$ cat src/rtl/pipe_reg_stage_pkg.sv
// Shared constants for the generic pipeline register chain.
// PIPE_REG_SKID_EN adds a skid entry, which widens the occupancy count.
package pipe_pkg;

  localparam int unsigned CTRL_REGWRITE = 0;
  localparam int unsigned CTRL_MEMTOREG = 1;
  localparam int unsigned CTRL_MEMREAD  = 2;
  localparam int unsigned CTRL_MEMWRITE = 3;

  localparam int unsigned DEF_DATA_W = 64;
  localparam int unsigned DEF_CTRL_W = 4;
  localparam int unsigned DEF_TAG_W  = 5;
  localparam int unsigned MAX_DEPTH  = 4;

  function automatic int unsigned occ_width(input int unsigned depth);
`ifdef PIPE_REG_SKID_EN
    return $clog2(depth + 2);
`else
    return $clog2(depth + 1);
`endif
  endfunction

endpackage

$ cat src/rtl/pipe_reg_stage_if.sv
// Upstream/downstream bundle of pipe_reg_stage; port names kept from the flat version.
// occ_o width follows PIPE_REG_SKID_EN through pipe_pkg::occ_width.
interface pipe_reg_stage_if import pipe_pkg::*; #(
  parameter int unsigned DATA_W = DEF_DATA_W,
  parameter int unsigned CTRL_W = DEF_CTRL_W,
  parameter int unsigned TAG_W  = DEF_TAG_W,
  parameter int unsigned DEPTH  = 1
);
  localparam int unsigned OCC_W = occ_width(DEPTH);

  logic              valid_i;
  logic              ready_o;
  logic [DATA_W-1:0] data_i;
  logic [CTRL_W-1:0] ctrl_i;
  logic [TAG_W-1:0]  tag_i;
  logic              valid_o;
  logic              ready_i;
  logic [DATA_W-1:0] data_o;
  logic [CTRL_W-1:0] ctrl_o;
  logic [TAG_W-1:0]  tag_o;
  logic [OCC_W-1:0]  occ_o;

  modport master (
    output valid_i, data_i, ctrl_i, tag_i, ready_i,
    input  ready_o, valid_o, data_o, ctrl_o, tag_o, occ_o
  );

  modport slave (
    input  valid_i, data_i, ctrl_i, tag_i, ready_i,
    output ready_o, valid_o, data_o, ctrl_o, tag_o, occ_o
  );
endinterface

$ cat src/rtl/pipe_reg_cell.sv
// One pipeline stage: valid, ctrl, data and tag with load/clear.
// ctrl is forced to zero whenever the stage is invalid; data/tag keep their old value on bubbles.
module pipe_reg_cell #(
  parameter int unsigned DATA_W = 64,
  parameter int unsigned CTRL_W = 4,
  parameter int unsigned TAG_W  = 5
) (
  input  logic              clk_i,
  input  logic              rst_i,
  input  logic              clr_i,
  input  logic              load_i,
  input  logic              valid_i,
  input  logic [CTRL_W-1:0] ctrl_i,
  input  logic [DATA_W-1:0] data_i,
  input  logic [TAG_W-1:0]  tag_i,
  output logic              valid_o,
  output logic              valid_d_o,
  output logic [CTRL_W-1:0] ctrl_o,
  output logic [DATA_W-1:0] data_o,
  output logic [TAG_W-1:0]  tag_o
);
  logic              valid_q, valid_d;
  logic [CTRL_W-1:0] ctrl_q, ctrl_d;
  logic [DATA_W-1:0] data_q, data_d;
  logic [TAG_W-1:0]  tag_q, tag_d;

  always_comb begin
    valid_d = valid_q;
    ctrl_d  = ctrl_q;
    data_d  = data_q;
    tag_d   = tag_q;
    if (clr_i) begin
      valid_d = 1'b0;
      ctrl_d  = '0;
    end else if (load_i) begin
      valid_d = valid_i;
      ctrl_d  = valid_i ? ctrl_i : '0;
      if (valid_i) begin
        data_d = data_i;
        tag_d  = tag_i;
      end
    end
  end

  always_ff @(posedge clk_i) begin
    if (rst_i) begin
      valid_q <= 1'b0;
      ctrl_q  <= '0;
      data_q  <= '0;
      tag_q   <= '0;
    end else begin
      valid_q <= valid_d;
      ctrl_q  <= ctrl_d;
      data_q  <= data_d;
      tag_q   <= tag_d;
    end
  end

  assign valid_o   = valid_q;
  assign valid_d_o = valid_d;
  assign ctrl_o    = ctrl_q;
  assign data_o    = data_q;
  assign tag_o     = tag_q;
endmodule

$ cat src/rtl/pipe_reg_stage.sv
// Generic DEPTH-stage pipeline register chain with valid/ready, stall and flush.
// Define PIPE_REG_SKID_EN for a 1-entry skid buffer in front of stage 0 (registered ready_o).
module pipe_reg_stage import pipe_pkg::*; #(
  parameter int unsigned DATA_W = DEF_DATA_W,
  parameter int unsigned CTRL_W = DEF_CTRL_W,
  parameter int unsigned TAG_W  = DEF_TAG_W,
  parameter int unsigned DEPTH  = 1
) (
  input  logic clk_i,
  input  logic rst_i,
  input  logic stall_i,
  input  logic flush_i,
  pipe_reg_stage_if.slave bus
);
  localparam int unsigned OCC_W = occ_width(DEPTH);

  if (DEPTH < 1 || DEPTH > MAX_DEPTH) begin : g_bad_depth
    $error("pipe_reg_stage: DEPTH out of range");
  end

  logic [DEPTH-1:0]  v_q, v_d, adv, load, in_v;
  logic [CTRL_W-1:0] ctrl_q  [DEPTH];
  logic [DATA_W-1:0] data_q  [DEPTH];
  logic [TAG_W-1:0]  tag_q   [DEPTH];
  logic [CTRL_W-1:0] in_ctrl [DEPTH];
  logic [DATA_W-1:0] in_data [DEPTH];
  logic [TAG_W-1:0]  in_tag  [DEPTH];

  logic              s0_v;
  logic [CTRL_W-1:0] s0_ctrl;
  logic [DATA_W-1:0] s0_data;
  logic [TAG_W-1:0]  s0_tag;
  logic [OCC_W-1:0]  occ_q, occ_d;

  // Advance is resolved from the output side back towards stage 0.
  always_comb begin
    adv = '0;
    adv[DEPTH-1] = v_q[DEPTH-1] & bus.ready_i;
    for (int unsigned i = 1; i < DEPTH; i++) begin
      adv[DEPTH-1-i] = v_q[DEPTH-1-i] & (~v_q[DEPTH-i] | adv[DEPTH-i]);
    end
    for (int unsigned k = 0; k < DEPTH; k++) begin
      load[k] = ~stall_i & (~v_q[k] | adv[k]);
    end
  end

  always_comb begin
    in_v       = '0;
    in_v[0]    = s0_v;
    in_ctrl[0] = s0_ctrl;
    in_data[0] = s0_data;
    in_tag[0]  = s0_tag;
    for (int unsigned k = 1; k < DEPTH; k++) begin
      in_v[k]    = v_q[k-1] & adv[k-1];
      in_ctrl[k] = ctrl_q[k-1];
      in_data[k] = data_q[k-1];
      in_tag[k]  = tag_q[k-1];
    end
  end

  for (genvar k = 0; k < DEPTH; k++) begin : g_stage
    pipe_reg_cell #(
      .DATA_W(DATA_W),
      .CTRL_W(CTRL_W),
      .TAG_W (TAG_W)
    ) u_cell (
      .clk_i    (clk_i),
      .rst_i    (rst_i),
      .clr_i    (flush_i),
      .load_i   (load[k]),
      .valid_i  (in_v[k]),
      .ctrl_i   (in_ctrl[k]),
      .data_i   (in_data[k]),
      .tag_i    (in_tag[k]),
      .valid_o  (v_q[k]),
      .valid_d_o(v_d[k]),
      .ctrl_o   (ctrl_q[k]),
      .data_o   (data_q[k]),
      .tag_o    (tag_q[k])
    );
  end

`ifdef PIPE_REG_SKID_EN
  logic              skid_v_q, skid_v_d, rdy_q, rdy_d, accept;
  logic [CTRL_W-1:0] skid_ctrl_q, skid_ctrl_d;
  logic [DATA_W-1:0] skid_data_q, skid_data_d;
  logic [TAG_W-1:0]  skid_tag_q, skid_tag_d;

  assign accept = bus.valid_i & rdy_q;

  // A held skid entry always feeds stage 0 first; ready_o is low while it is held.
  always_comb begin
    skid_v_d    = skid_v_q;
    skid_ctrl_d = skid_ctrl_q;
    skid_data_d = skid_data_q;
    skid_tag_d  = skid_tag_q;
    s0_v        = skid_v_q | accept;
    s0_ctrl     = skid_v_q ? skid_ctrl_q : bus.ctrl_i;
    s0_data     = skid_v_q ? skid_data_q : bus.data_i;
    s0_tag      = skid_v_q ? skid_tag_q  : bus.tag_i;
    if (flush_i) begin
      skid_v_d = 1'b0;
    end else if (skid_v_q) begin
      if (load[0]) skid_v_d = 1'b0;
    end else if (accept && !load[0]) begin
      skid_v_d    = 1'b1;
      skid_ctrl_d = bus.ctrl_i;
      skid_data_d = bus.data_i;
      skid_tag_d  = bus.tag_i;
    end
    rdy_d = ~skid_v_d;
  end

  always_ff @(posedge clk_i) begin
    if (rst_i) begin
      skid_v_q    <= 1'b0;
      rdy_q       <= 1'b0;
      skid_ctrl_q <= '0;
      skid_data_q <= '0;
      skid_tag_q  <= '0;
    end else begin
      skid_v_q    <= skid_v_d;
      rdy_q       <= rdy_d;
      skid_ctrl_q <= skid_ctrl_d;
      skid_data_q <= skid_data_d;
      skid_tag_q  <= skid_tag_d;
    end
  end

  assign bus.ready_o = rdy_q;
`else
  assign s0_v        = bus.valid_i;
  assign s0_ctrl     = bus.ctrl_i;
  assign s0_data     = bus.data_i;
  assign s0_tag      = bus.tag_i;
  assign bus.ready_o = ~stall_i & ~flush_i & (~v_q[0] | adv[0]);
`endif

  always_comb begin
    occ_d = '0;
    for (int unsigned k = 0; k < DEPTH; k++) begin
      occ_d = occ_d + OCC_W'(v_d[k]);
    end
`ifdef PIPE_REG_SKID_EN
    occ_d = occ_d + OCC_W'(skid_v_d);
`endif
  end

  always_ff @(posedge clk_i) begin
    if (rst_i) occ_q <= '0;
    else       occ_q <= occ_d;
  end

  assign bus.valid_o = v_q[DEPTH-1];
  assign bus.ctrl_o  = ctrl_q[DEPTH-1];
  assign bus.data_o  = data_q[DEPTH-1];
  assign bus.tag_o   = tag_q[DEPTH-1];
  assign bus.occ_o   = occ_q;
endmodule

$ cat src/flat_wrapper.sv
// flat-port wrapper written by rule: the top's interface ports become plain ports
module pipe_reg_stage_flat import pipe_pkg::*;
#(
  parameter int unsigned DATA_W = DEF_DATA_W,
  parameter int unsigned CTRL_W = DEF_CTRL_W,
  parameter int unsigned TAG_W  = DEF_TAG_W,
  parameter int unsigned DEPTH  = 1
)
  (clk_i, rst_i, stall_i, flush_i, bus_valid_i, bus_data_i, bus_ctrl_i, bus_tag_i, bus_ready_i, bus_ready_o, bus_valid_o, bus_data_o, bus_ctrl_o, bus_tag_o, bus_occ_o);
  pipe_reg_stage_if #(.DATA_W(DATA_W), .CTRL_W(CTRL_W), .TAG_W(TAG_W), .DEPTH(DEPTH)) bus_i ();
  input  logic clk_i;
  input  logic rst_i;
  input  logic stall_i;
  input  logic flush_i;
  input wire logic [$bits(bus_i.valid_i)-1:0] bus_valid_i;
  input wire logic [$bits(bus_i.data_i)-1:0] bus_data_i;
  input wire logic [$bits(bus_i.ctrl_i)-1:0] bus_ctrl_i;
  input wire logic [$bits(bus_i.tag_i)-1:0] bus_tag_i;
  input wire logic [$bits(bus_i.ready_i)-1:0] bus_ready_i;
  output wire logic [$bits(bus_i.ready_o)-1:0] bus_ready_o;
  output wire logic [$bits(bus_i.valid_o)-1:0] bus_valid_o;
  output wire logic [$bits(bus_i.data_o)-1:0] bus_data_o;
  output wire logic [$bits(bus_i.ctrl_o)-1:0] bus_ctrl_o;
  output wire logic [$bits(bus_i.tag_o)-1:0] bus_tag_o;
  output wire logic [$bits(bus_i.occ_o)-1:0] bus_occ_o;
  assign bus_i.valid_i = bus_valid_i;
  assign bus_i.data_i = bus_data_i;
  assign bus_i.ctrl_i = bus_ctrl_i;
  assign bus_i.tag_i = bus_tag_i;
  assign bus_i.ready_i = bus_ready_i;
  assign bus_ready_o = bus_i.ready_o;
  assign bus_valid_o = bus_i.valid_o;
  assign bus_data_o = bus_i.data_o;
  assign bus_ctrl_o = bus_i.ctrl_o;
  assign bus_tag_o = bus_i.tag_o;
  assign bus_occ_o = bus_i.occ_o;
  pipe_reg_stage #(.DATA_W(DATA_W), .CTRL_W(CTRL_W), .TAG_W(TAG_W), .DEPTH(DEPTH)) u_core (.clk_i(clk_i), .rst_i(rst_i), .stall_i(stall_i), .flush_i(flush_i), .bus(bus_i));
endmodule
$ cat config.mk
export PLATFORM = sky130hd
export DESIGN_NAME = pipe_reg_stage_flat
export DESIGN_NICKNAME = d
export VERILOG_FILES = /design/src/rtl/pipe_reg_stage_pkg.sv /design/src/rtl/pipe_reg_stage_if.sv /design/src/rtl/pipe_reg_cell.sv /design/src/rtl/pipe_reg_stage.sv /design/src/flat_wrapper.sv
export SDC_FILE = /design/constraint.sdc
export NUM_CORES = 1
export LEC_CHECK = 0
export CAP_MARGIN = 20
export CORE_UTILIZATION = 44
export CTS_BUF_LIST = sky130_fd_sc_hd__clkbuf_16
export DETAILED_ROUTE_END_ITERATION = 8
export HOLD_SLACK_MARGIN = 0.15
export PLACE_DENSITY_LB_ADDON = 0.05
export SYNTH_ARGS = -nofsm -noshare
export SYNTH_HDL_FRONTEND = slang
export SYNTH_SLANG_ARGS = --single-unit
$ cat constraint.sdc
create_clock -name clk_i -period 2.7 [get_ports clk_i]
set_clock_uncertainty 0.15 [all_clocks]
set_input_delay 0.54 -clock clk_i [delete_from_list [all_inputs] [get_ports clk_i]]
set_output_delay 0.54 -clock clk_i [all_outputs]
set_load 0.1 [all_outputs]
==> impl_metrics.xml, run 1 <==
<?xml version="1.0" encoding="UTF-8"?>
<metrics>
  <group name="outcome">
    <metric name="outcome" unit="">complete, no violations</metric>
  </group>
  <group name="placement">
    <metric name="finalWeightedCongestion" unit="">0.698</metric>
    <metric name="place_hpwl" unit="µm">4930</metric>
    <metric name="io_buffer_count" unit="">154</metric>
    <metric name="placed_area" unit="µm²">4740</metric>
  </group>
  <group name="synthesis">
    <metric name="synth-simple-area-share" unit="%">28.6</metric>
    <metric name="syn_area_per_cell" unit="µm²">10.1</metric>
    <metric name="synth_adder_area_share" unit="%">0</metric>
    <metric name="post_synth_inst_count" unit="">330</metric>
    <metric name="synth_top_family_by_area" unit="">simple AND/OR/NAND/NOR gates</metric>
    <metric name="dominantRegCellSynth" unit="">sky130_fd_sc_hd__dfxtp_1</metric>
    <metric name="synth_seq_area_share" unit="%">44.5</metric>
    <metric name="syn_warnings" unit="">0</metric>
    <metric name="synthesized_area_fraction_occupied_by_ao_oa_aoi_and_oai_cells" unit="%">1.50</metric>
    <metric name="synth.cell_area" unit="µm²">3330</metric>
    <metric name="synthDominantAreaCellType" unit="">sky130_fd_sc_hd__dfxtp_1</metric>
    <metric name="synth.lib_cells_used.distinct" unit="">16</metric>
    <metric name="async_flop_share" unit="%">0</metric>
    <metric name="muxShareOfSynthArea" unit="%">20.8</metric>
    <metric name="synth_top_area_share" unit="%">44.5</metric>
    <metric name="synth_top_cells_by_area" unit="">sky130_fd_sc_hd__dfxtp_1, sky130_fd_sc_hd__nand2b_1, sky130_fd_sc_hd__mux2i_1</metric>
    <metric name="synth_edf_count" unit="">0</metric>
    <metric name="syn-num-nets" unit="">409</metric>
    <metric name="fraction_of_synthesized_cell_area_in_xor_and_xnor_cells" unit="%">0</metric>
    <metric name="synthMostInstantiatedCell" unit="">sky130_fd_sc_hd__nand2b_1</metric>
    <metric name="synth_common_cells" unit="">sky130_fd_sc_hd__nand2b_1, sky130_fd_sc_hd__dfxtp_1, sky130_fd_sc_hd__mux2i_1</metric>
    <metric name="synth-seq-cells" unit="">74</metric>
  </group>
  <group name="finish">
    <metric name="final_cell_area" unit="µm²">5050</metric>
    <metric name="diodes" unit="">0</metric>
    <metric name="syn2layout_area_growth" unit="%">51.7</metric>
    <metric name="finish.net_count" unit="">551</metric>
    <metric name="final_layout_size_suffix_gt1_share" unit="%">20.5</metric>
    <metric name="num-fill-cells" unit="">602</metric>
  </group>
  <group name="clocking">
    <metric name="buffer_levels_on_the_longest_clock_path" unit="">2</metric>
    <metric name="number_of_buffers_inserted_by_post_cts_setup_repair" unit="">0</metric>
    <metric name="cts_tree" unit="">built</metric>
    <metric name="clock_tree.root_cell" unit="">sky130_fd_sc_hd__clkbuf_16</metric>
    <metric name="postCtsHoldBufs" unit="">0</metric>
    <metric name="tritoncts.num_buffers" unit="">9</metric>
    <metric name="clock_insertion_delay_worst_skew" unit="ns">0.32</metric>
    <metric name="cts.reportedPaths.clkPinSlew" unit="ns">0.06</metric>
    <metric name="htree_levels" unit="">3</metric>
    <metric name="post_cts_resized" unit="">0</metric>
    <metric name="clock_sinks" unit="">74</metric>
  </group>
  <group name="routing">
    <metric name="remaining_drc_errors" unit="">0</metric>
    <metric name="initialDrtViolationCount" unit="">119</metric>
    <metric name="drt_first_pass_iters" unit="">4</metric>
    <metric name="antenna_left" unit="">0</metric>
    <metric name="detail_route.wl_per_cell" unit="µm">12.7</metric>
    <metric name="vias" unit="">2622</metric>
    <metric name="wirelength" unit="µm">7290</metric>
    <metric name="routed_via_density" unit="">4.55</metric>
  </group>
  <group name="die">
    <metric name="die_x" unit="µm">88.9</metric>
    <metric name="standard_cell_rows" unit="">31</metric>
    <metric name="core_region_area" unit="µm²">7290</metric>
    <metric name="design.die.area" unit="µm²">7910</metric>
    <metric name="design.portCount" unit="">155</metric>
    <metric name="die_y" unit="µm">88.9</metric>
    <metric name="initial_core_util" unit="%">45.6</metric>
  </group>
  <group name="power_and_ir_drop">
    <metric name="power.switching" unit="mW">0.856</metric>
    <metric name="switching_share" unit="%">28.4</metric>
    <metric name="p_clk_share" unit="%">41.3</metric>
    <metric name="irDropWorstVdd" unit="mV">0.335</metric>
    <metric name="power_density" unit="nW/µm²">598</metric>
    <metric name="total_leakage_power" unit="nW">1.99</metric>
    <metric name="combinationalPowerShare" unit="%">20.6</metric>
    <metric name="power.sequential.fraction" unit="%">38.1</metric>
    <metric name="intPower" unit="mW">2.16</metric>
  </group>
  <group name="global_route">
    <metric name="global_route_wire_length_before_repair" unit="µm">11000</metric>
    <metric name="grt.total_usage" unit="%">17.9</metric>
    <metric name="global_route.overflow_total" unit="">0</metric>
    <metric name="antenna_found_initial" unit="">0</metric>
    <metric name="via_count_of_the_first_global_routing_pass" unit="">2422</metric>
    <metric name="grt_max_degree" unit="">140</metric>
  </group>
  <group name="timing">
    <metric name="timing.final.crit_period" unit="ns">2.36</metric>
    <metric name="finalSetupViolations" unit="">0</metric>
    <metric name="slew_headroom" unit="%">71.2</metric>
    <metric name="fmax" unit="GHz">0.424</metric>
    <metric name="finalCritPeriodShare" unit="%">87.3</metric>
    <metric name="fin_tns_setup" unit="ns">0</metric>
    <metric name="final-max-slew-violation-count" unit="">0</metric>
    <metric name="worst_slew_pin_slew" unit="ns">0.431</metric>
    <metric name="grt_setup_unrepaired" unit="">false</metric>
    <metric name="hold_viol" unit="">0</metric>
  </group>
  <group name="min_path">
    <metric name="worst_hold_path_type" unit="">flip-flop to flip-flop</metric>
  </group>
  <group name="critical_path">
    <metric name="start_kind" unit="">input port</metric>
    <metric name="critPathKind" unit="">input port to output pin</metric>
    <metric name="required" unit="ns">2.01</metric>
    <metric name="crit_path_max_fanout" unit="">12</metric>
    <metric name="end_kind" unit="">output pin</metric>
    <metric name="worst-endpoint-arrival" unit="ns">1.67</metric>
  </group>
  <group name="flow_run">
    <metric name="max-cap-violations" unit="">0</metric>
  </group>
</metrics>
-- cell families after synthesis --
group | Yosys count
multiplexers | 69
AO/OA/AOI/OAI | 10
buffers and inverters | 26
flip-flops | 74
AND/OR/NAND/NOR | 151
-- worst paths after layout --
kind                                             from                             endpoint  slack (ns)  cells after the start
setup / recovery                              stall_i                          bus_ready_o        0.34                      3
hold / removal    u_core.g_stage[0].u_cell.data_o[59]  u_core.g_stage[0].u_cell.data_o[59]        0.32                      2
setup reg to reg                     u_core.bus.occ_o  u_core.g_stage[0].u_cell.data_o[46]        1.05                      4
hold reg to reg   u_core.g_stage[0].u_cell.data_o[59]  u_core.g_stage[0].u_cell.data_o[59]        0.32                      2
-- power groups by stage --
stage	Clock [mW]	Sequential [mW]	Combinational (mW)
floorplan	0	1.44	0.154
global placement	0	1.17	0.617
detailed placement	0	1.17	0.623
CTS	1.27	1.15	0.624
global route	1.32	1.15	0.649
finish	1.25	1.15	0.620
-- routing by layer --
layer,share of wire (%),track usage (%)
met4,0.58,6.93
met3,8.4,6.00
met5,0,0
met2,48,30.6
met1,43,20.7
-- critical path, cell delays in order --
cell and delay (ns):
sky130_fd_sc_hd__clkdlybuf4s50_1 0.62, sky130_fd_sc_hd__nor3_4 0.30, sky130_fd_sc_hd__buf_12 0.20
-- through the flow --
step	power (mW)	setup slack [ns]	cells	utilization, %	hold slack (ns)
2_1_floorplan	1.60	0.152	330	-	0.545
3_3_place_gp	1.79	0.269	560	65.0	0.308
3_5_place_dp	1.80	0.234	560	65.0	0.311
4_1_cts	3.05	0.329	576	69.2	0.325
5_1_grt	3.12	0.276	576	69.2	0.339
6_report	3.02	0.342	576	69.2	0.319
-- cell usage in the layout, fill, tap and decap left out, types with 2 or more instances in the layout --
cell type                         synthesis  final
sky130_fd_sc_hd__clkbuf_16                0      9
sky130_fd_sc_hd__clkinv_1                 0      3
sky130_fd_sc_hd__nand2_1                  4      4
sky130_fd_sc_hd__buf_4                    7     75
sky130_fd_sc_hd__or3_1                    4      4
sky130_fd_sc_hd__clkdlybuf4s50_1          0     77
sky130_fd_sc_hd__dfxtp_1                 74     74
sky130_fd_sc_hd__nand2b_1               138    138
sky130_fd_sc_hd__mux2i_1                 69     69
sky130_fd_sc_hd__a21oi_1                  5      5
sky130_fd_sc_hd__o21ai_0                  5      5
sky130_fd_sc_hd__buf_12                   1      4
sky130_fd_sc_hd__bufinv_16                0      2
-- state kept, by name (all words and copies together), names as in the netlist --
register / cells
u_core.g_stage.u_cell.ctrl_o: 4
u_core.g_stage.u_cell.data_o: 64
u_core.bus.occ_o: 1
u_core.g_stage.u_cell.tag_o: 5
-- layout make-up --
type	count	area [µm²]	area share, %
Clock buffer	9	225	4.46
Clock inverter	7	83.8	1.66
Multi-Input combinational cell	230	1710	33.9
Sequential cell	74	1480	29.4
Tap cell	99	124	2.45
Timing Repair Buffer	157	1420	28.1
No activity file was read; power rests on OpenSTA's default activity.
==> run 2, diff against run 1 <==
--- a/config.mk
+++ b/config.mk
@@ -6,10 +6,9 @@
 export NUM_CORES = 1
 export LEC_CHECK = 0
 export CAP_MARGIN = 20
-export CORE_UTILIZATION = 44
+export CORE_UTILIZATION = 41
 export CTS_BUF_LIST = sky130_fd_sc_hd__clkbuf_16
 export DETAILED_ROUTE_END_ITERATION = 8
-export HOLD_SLACK_MARGIN = 0.15
 export PLACE_DENSITY_LB_ADDON = 0.05
 export SYNTH_ARGS = -nofsm -noshare
 export SYNTH_HDL_FRONTEND = slang
==> run 2 against run 1 <==
Critical path depth is the same. Non-clock buffer count grew 1. Utilization shrank 4.3 points. Worst setup slack lost 0.022 ns. Clock power is essentially flat. Design area is essentially flat. Wire length grew 0.59%. Cell count grew 0.52%. Worst hold slack gained 0.0049 ns. Sequential cell count is the same. Sequential power is essentially flat. Via count grew 0.15%. Critical path type unchanged. Critical endpoint unchanged. Largest power group unchanged.
==> impl_metrics.xml, run 2 (same netlist as run 1, synthesis figures left out) <==
<?xml version="1.0" encoding="UTF-8"?>
<metrics>
  <group name="die">
    <metric name="die_y" unit="µm">92.1</metric>
    <metric name="standard_cell_rows" unit="">32</metric>
    <metric name="initial_core_util" unit="%">42.8</metric>
    <metric name="core_region_area" unit="µm²">7770</metric>
    <metric name="design.portCount" unit="">155</metric>
    <metric name="die_x" unit="µm">92.1</metric>
    <metric name="design.die.area" unit="µm²">8480</metric>
  </group>
  <group name="placement">
    <metric name="io_buffer_count" unit="">154</metric>
    <metric name="place_hpwl" unit="µm">5190</metric>
    <metric name="finalWeightedCongestion" unit="">0.729</metric>
  </group>
  <group name="power_and_ir_drop">
    <metric name="irDropWorstVdd" unit="mV">0.429</metric>
    <metric name="switching_share" unit="%">28.1</metric>
    <metric name="power_density" unit="nW/µm²">595</metric>
    <metric name="total_power" unit="mW">3.00</metric>
    <metric name="intPower" unit="mW">2.16</metric>
    <metric name="p_clk_share" unit="%">41.1</metric>
    <metric name="total_leakage_power" unit="nW">1.99</metric>
    <metric name="combinationalPowerShare" unit="%">20.6</metric>
    <metric name="power.sequential.fraction" unit="%">38.3</metric>
    <metric name="power.switching" unit="mW">0.844</metric>
  </group>
  <group name="critical_path">
    <metric name="critical-path-slowest-cell" unit="">sky130_fd_sc_hd__clkdlybuf4s50_1</metric>
    <metric name="end_kind" unit="">output pin</metric>
    <metric name="max_stage_delay" unit="ns">0.64</metric>
    <metric name="cp_top_family" unit="">buffers and inverters</metric>
    <metric name="critPathKind" unit="">input port to output pin</metric>
    <metric name="worst-endpoint-arrival" unit="ns">1.69</metric>
    <metric name="crit_path_max_fanout" unit="">12</metric>
    <metric name="required" unit="ns">2.01</metric>
    <metric name="critical_path_buf_inv_count" unit="">2</metric>
    <metric name="start_kind" unit="">input port</metric>
    <metric name="crit_path_cell_trace" unit="">clkdlybuf4s50_1 -&gt; nor3_4 -&gt; buf_12</metric>
  </group>
  <group name="finish">
    <metric name="num-fill-cells" unit="">662</metric>
    <metric name="final_common_cell" unit="">sky130_fd_sc_hd__nand2b_1</metric>
    <metric name="most-common-layout-cells" unit="">sky130_fd_sc_hd__nand2b_1, sky130_fd_sc_hd__clkdlybuf4s50_1, sky130_fd_sc_hd__buf_4</metric>
    <metric name="diodes" unit="">0</metric>
    <metric name="final_layout_size_suffix_gt1_share" unit="%">21.0</metric>
    <metric name="finish.net_count" unit="">552</metric>
    <metric name="largest_reg_flops" unit="">64</metric>
    <metric name="syn2layout_area_growth" unit="%">51.7</metric>
  </group>
  <group name="timing">
    <metric name="timing.final.crit_period" unit="ns">2.38</metric>
    <metric name="worst_slew_pin_slew" unit="ns">0.530</metric>
    <metric name="final-max-slew-violation-count" unit="">0</metric>
    <metric name="fin_tns_setup" unit="ns">0</metric>
    <metric name="slew_headroom" unit="%">64.7</metric>
    <metric name="hold_viol" unit="">0</metric>
    <metric name="finalSetupViolations" unit="">0</metric>
    <metric name="finalCritPeriodShare" unit="%">88.1</metric>
    <metric name="fmax" unit="GHz">0.420</metric>
    <metric name="grt_setup_unrepaired" unit="">false</metric>
  </group>
  <group name="global_route">
    <metric name="antenna_found_initial" unit="">0</metric>
    <metric name="via_count_of_the_first_global_routing_pass" unit="">2592</metric>
    <metric name="global_route_wire_length_before_repair" unit="µm">12100</metric>
    <metric name="global_route.overflow_total" unit="">0</metric>
    <metric name="grt.total_usage" unit="%">17.8</metric>
    <metric name="grt_max_degree" unit="">79</metric>
  </group>
  <group name="clocking">
    <metric name="tritoncts.num_buffers" unit="">9</metric>
    <metric name="cts_tree" unit="">built</metric>
    <metric name="number_of_buffers_inserted_by_post_cts_setup_repair" unit="">0</metric>
    <metric name="postCtsHoldBufs" unit="">0</metric>
    <metric name="clock_insertion_delay_worst_skew" unit="ns">0.31</metric>
    <metric name="clock_tree.root_cell" unit="">sky130_fd_sc_hd__clkbuf_16</metric>
    <metric name="htree_levels" unit="">3</metric>
    <metric name="buffer_levels_on_the_longest_clock_path" unit="">2</metric>
    <metric name="post_cts_resized" unit="">0</metric>
    <metric name="cts.reportedPaths.clkPinSlew" unit="ns">0.05</metric>
    <metric name="clock_sinks" unit="">74</metric>
  </group>
  <group name="routing">
    <metric name="detail_route.wl_per_cell" unit="µm">12.7</metric>
    <metric name="initialDrtViolationCount" unit="">127</metric>
    <metric name="wirelength" unit="µm">7330</metric>
    <metric name="antenna_left" unit="">0</metric>
    <metric name="routed_via_density" unit="">4.54</metric>
    <metric name="remaining_drc_errors" unit="">0</metric>
    <metric name="drt_first_pass_iters" unit="">4</metric>
    <metric name="vias" unit="">2626</metric>
  </group>
  <group name="min_path">
    <metric name="worst_hold_path_type" unit="">flip-flop to flip-flop</metric>
  </group>
  <group name="outcome">
    <metric name="outcome" unit="">complete, no violations</metric>
  </group>
  <group name="flow_run">
    <metric name="max-cap-violations" unit="">0</metric>
  </group>
</metrics>
-- run 2: cell types whose count changed in the layout (fill, tap and decap cells not counted) --
cell                         change
sky130_fd_sc_hd__buf_4           +2
sky130_fd_sc_hd__clkinv_1        -2
sky130_fd_sc_hd__buf_12          -1
sky130_fd_sc_hd__clkinv_2        +1
sky130_fd_sc_hd__clkinv_4        +1
sky130_fd_sc_hd__clkinvlp_4      -1
-- run 2: worst min-delay path, cell delays in order, from the launching register on --
cell and delay (ns):
sky130_fd_sc_hd__dfxtp_1 0.31, sky130_fd_sc_hd__nand2b_1 0.06, sky130_fd_sc_hd__mux2i_1 0.06
-- run 2: stage by stage --
step                std cells  setup WS, ns  hold slack (ns)  util (%)  instance area [µm²]
floorplan                 330         0.152            0.545         -                 3340
global route              579         0.244            0.336      64.9                 5040
global placement          564         0.270            0.307      61.0                 4740
finish                    579         0.320            0.324      64.9                 5040
detailed placement        564         0.212            0.313      61.0                 4740
CTS                       579         0.311            0.326      64.9                 5040
-- run 2: path summary, 6_finish.rpt --
check,slack [ns],from,endpoint,cells past startpoint
worst min register to register,0.32,u_core.g_stage[0].u_cell.data_o[51],u_core.g_stage[0].u_cell.data_o[51],2
worst max-delay path,0.32,stall_i,bus_ready_o,3
worst max register to register,1.06,u_core.bus.occ_o,u_core.g_stage[0].u_cell.data_o[24],4
worst min-delay path,0.32,u_core.g_stage[0].u_cell.data_o[51],u_core.g_stage[0].u_cell.data_o[51],2
-- run 2: per-layer routing --
layer,track usage (%),up-vias,wire length (µm)
met4,4.30,0,74
met3,7.71,6,603
li1,-,1350,-
met1,21.1,1183,3180
met2,29.6,87,3470
met5,0,-,0
-- run 2: area by class of cell --
cell class	count	area (µm²)	area share, %
Multi-Input combinational cell	230	1710	34.0
Sequential cell	74	1480	29.4
Timing Repair Buffer	158	1410	28.0
Clock buffer	9	225	4.47
Tap cell	102	128	2.53
Clock inverter	6	82.6	1.64
-- run 2: power by group through the flow --
stage	clock, mW	combinational (mW)	sequential, mW
global route	1.32	0.649	1.15
detailed placement	0	0.623	1.17
CTS	1.26	0.625	1.15
global placement	0	0.617	1.17
finish	1.23	0.619	1.15
floorplan	0	0.154	1.44
==> run 3, diff against run 2 <==
--- a/config.mk
+++ b/config.mk
@@ -6,8 +6,8 @@
 export NUM_CORES = 1
 export LEC_CHECK = 0
 export CAP_MARGIN = 20
-export CORE_UTILIZATION = 41
-export CTS_BUF_LIST = sky130_fd_sc_hd__clkbuf_16
+export CORE_UTILIZATION = 30
+export CTS_BUF_LIST = sky130_fd_sc_hd__clkbuf_2 sky130_fd_sc_hd__clkbuf_4 sky130_fd_sc_hd__clkbuf_8
 export DETAILED_ROUTE_END_ITERATION = 8
 export PLACE_DENSITY_LB_ADDON = 0.05
 export SYNTH_ARGS = -nofsm -noshare
==> run 3 against run 2 <==
Non-clock buffer count stayed put. Critical path depth did not move. Utilization decreased by 18 points. Clock power hardly changed. Cell count rose by 6.7%. Register-to-register slack hardly changed. Wire length increased by 4.3%. Critical path type unchanged. Critical endpoint unchanged. Largest power group unchanged.
==> impl_metrics.xml, run 3 (same netlist as run 1, synthesis figures left out) <==
<?xml version="1.0" encoding="UTF-8"?>
<metrics>
  <group name="timing">
    <metric name="slew_headroom" unit="%">65.1</metric>
    <metric name="final-max-slew-violation-count" unit="">0</metric>
    <metric name="grt_setup_unrepaired" unit="">false</metric>
    <metric name="fin_tns_setup" unit="ns">0</metric>
    <metric name="worst_slew_pin_slew" unit="ns">0.523</metric>
    <metric name="timing.final.crit_period" unit="ns">2.36</metric>
    <metric name="worst_hold_slack" unit="ns">0.321</metric>
    <metric name="finalSetupViolations" unit="">0</metric>
    <metric name="fmax" unit="GHz">0.423</metric>
    <metric name="finalCritPeriodShare" unit="%">87.5</metric>
    <metric name="hold_viol" unit="">0</metric>
  </group>
  <group name="global_route">
    <metric name="grt_max_degree" unit="">75</metric>
    <metric name="via_count_of_the_first_global_routing_pass" unit="">2477</metric>
    <metric name="global_route_wire_length_before_repair" unit="µm">12100</metric>
    <metric name="grt.total_usage" unit="%">13.5</metric>
    <metric name="antenna_found_initial" unit="">0</metric>
    <metric name="global_route.overflow_total" unit="">0</metric>
  </group>
  <group name="die">
    <metric name="standard_cell_rows" unit="">38</metric>
    <metric name="design.die.area" unit="µm²">11500</metric>
    <metric name="die_x" unit="µm">107</metric>
    <metric name="design.portCount" unit="">155</metric>
    <metric name="die_y" unit="µm">107</metric>
    <metric name="initial_core_util" unit="%">30.7</metric>
    <metric name="core_region_area" unit="µm²">10800</metric>
  </group>
  <group name="clocking">
    <metric name="tritoncts.num_buffers" unit="">9</metric>
    <metric name="clock_tree.root_cell" unit="">sky130_fd_sc_hd__clkbuf_8</metric>
    <metric name="number_of_buffers_inserted_by_post_cts_setup_repair" unit="">0</metric>
    <metric name="cts.reportedPaths.clkPinSlew" unit="ns">0.07</metric>
    <metric name="buffer_levels_on_the_longest_clock_path" unit="">2</metric>
    <metric name="htree_levels" unit="">3</metric>
    <metric name="clock_insertion_delay_worst_skew" unit="ns">0.33</metric>
    <metric name="postCtsHoldBufs" unit="">0</metric>
    <metric name="cts_tree" unit="">built</metric>
    <metric name="post_cts_resized" unit="">0</metric>
    <metric name="clock_sinks" unit="">74</metric>
  </group>
  <group name="routing">
    <metric name="routed_via_density" unit="">4.21</metric>
    <metric name="drt_first_pass_iters" unit="">4</metric>
    <metric name="initialDrtViolationCount" unit="">95</metric>
    <metric name="remaining_drc_errors" unit="">0</metric>
    <metric name="detail_route.wl_per_cell" unit="µm">12.4</metric>
    <metric name="wirelength" unit="µm">7650</metric>
    <metric name="vias" unit="">2601</metric>
    <metric name="antenna_left" unit="">0</metric>
  </group>
  <group name="finish">
    <metric name="diodes" unit="">0</metric>
    <metric name="seqCellArea" unit="µm²">1480</metric>
    <metric name="multiInputGateArea" unit="µm²">1710</metric>
    <metric name="most-common-layout-cells" unit="">sky130_fd_sc_hd__nand2b_1, sky130_fd_sc_hd__clkdlybuf4s50_1, sky130_fd_sc_hd__buf_4</metric>
    <metric name="final_layout_size_suffix_gt1_share" unit="%">21.3</metric>
    <metric name="largest_reg_flops" unit="">64</metric>
    <metric name="syn2layout_area_growth" unit="%">52.8</metric>
    <metric name="finish.cell_count_without_fillers" unit="">618</metric>
    <metric name="final_common_cell" unit="">sky130_fd_sc_hd__nand2b_1</metric>
    <metric name="finish.net_count" unit="">552</metric>
    <metric name="num-fill-cells" unit="">1034</metric>
  </group>
  <group name="power_and_ir_drop">
    <metric name="total_leakage_power" unit="nW">1.99</metric>
    <metric name="irDropWorstVdd" unit="mV">0.289</metric>
    <metric name="power_density" unit="nW/µm²">585</metric>
  </group>
  <group name="placement">
    <metric name="place_hpwl" unit="µm">5280</metric>
    <metric name="io_buffer_count" unit="">154</metric>
    <metric name="finalWeightedCongestion" unit="">0.691</metric>
    <metric name="placed_cells_incl_taps" unit="">602</metric>
  </group>
  <group name="critical_path">
    <metric name="crit_end" unit="">bus_ready_o</metric>
    <metric name="required" unit="ns">2.01</metric>
    <metric name="critical-path-slowest-cell" unit="">sky130_fd_sc_hd__clkdlybuf4s50_1</metric>
    <metric name="critPathKind" unit="">input port to output pin</metric>
    <metric name="max_stage_delay" unit="ns">0.63</metric>
    <metric name="end_kind" unit="">output pin</metric>
    <metric name="start_kind" unit="">input port</metric>
    <metric name="timing.critical_path.from" unit="">stall_i</metric>
    <metric name="reg2reg_setup_slack" unit="ns">1.06</metric>
    <metric name="worst-endpoint-arrival" unit="ns">1.67</metric>
    <metric name="reg2reg_to" unit="">u_core.g_stage[0].u_cell.data_o[57]</metric>
    <metric name="worstReg2RegStart" unit="">u_core.bus.occ_o</metric>
    <metric name="crit_path_max_fanout" unit="">12</metric>
    <metric name="crit_path_cell_trace" unit="">clkdlybuf4s50_1 -&gt; nor3_4 -&gt; buf_12</metric>
    <metric name="worstRegToRegCells" unit="">4</metric>
  </group>
  <group name="flow_run">
    <metric name="max-cap-violations" unit="">0</metric>
  </group>
  <group name="min_path">
    <metric name="hold_path.startpoint" unit="">u_core.g_stage[0].u_cell.data_o[53]</metric>
    <metric name="worst_hold_path_type" unit="">flip-flop to flip-flop</metric>
  </group>
  <group name="outcome">
    <metric name="outcome" unit="">complete, no violations</metric>
  </group>
</metrics>
[run 3: cell count changes in the layout (fill, tap and decap cells not counted), sizes merged]
cell | before | now
bufinv | 2 | 4
clkbuf | 9 | 12
clkinv | 4 | 0
[run 3: power by group]
group	switching [mW]	internal, mW
combinational	0.389	0.232
clock	0.419	0.784
sequential	0.0202	1.13
total	0.829	2.14
[run 3: per-layer routing]
metal  wire, µm  global-route usage (%)  vias to the layer above
met3        730                    5.99                        6
met5          0                       0                        -
met2       3540                    21.3                       88
met4         72                    4.40                        0
li1           -                       -                     1346
met1       3310                    16.4                     1161
[run 3: worst max-delay path: cells and delay by family]
kind / cells / cell delay, ns
buf+inv: 2 / 0.83
simple gates: 1 / 0.30
[run 3: cell type report]
class | count | share of cell area (%)
Sequential cell | 74 | 29.2
Clock buffer | 12 | 3.25
Timing Repair Buffer | 158 | 28.1
Clock inverter | 4 | 2.36
Tap cell | 140 | 3.45
Multi-Input combinational cell | 230 | 33.7
[run 3: worst min path at each step]
| stage | cells after the start | endpoint |
|---|---|---|
| after detailed placement | 2 | u_core.g_stage[0].u_cell.data_o[21] |
| after floorplan | 2 | u_core.g_stage[0].u_cell.data_o[0] |
| final | 2 | u_core.g_stage[0].u_cell.data_o[53] |
| after global placement | 2 | u_core.g_stage[0].u_cell.data_o[39] |
| after global routing | 2 | u_core.g_stage[0].u_cell.data_o[53] |
| after CTS | 2 | u_core.g_stage[0].u_cell.data_o[53] |
[run 3: per-stage QoR]
step	cell area (µm²)	util, %	total power [mW]	setup WS (ns)
final	5080	46.9	2.97	0.337
after global routing	5080	46.9	3.10	0.271
after CTS	5080	46.9	3.02	0.328
after detailed placement	4800	44.2	1.80	0.218
after global placement	4800	44.2	1.79	0.252
after floorplan	3340	-	1.60	0.152
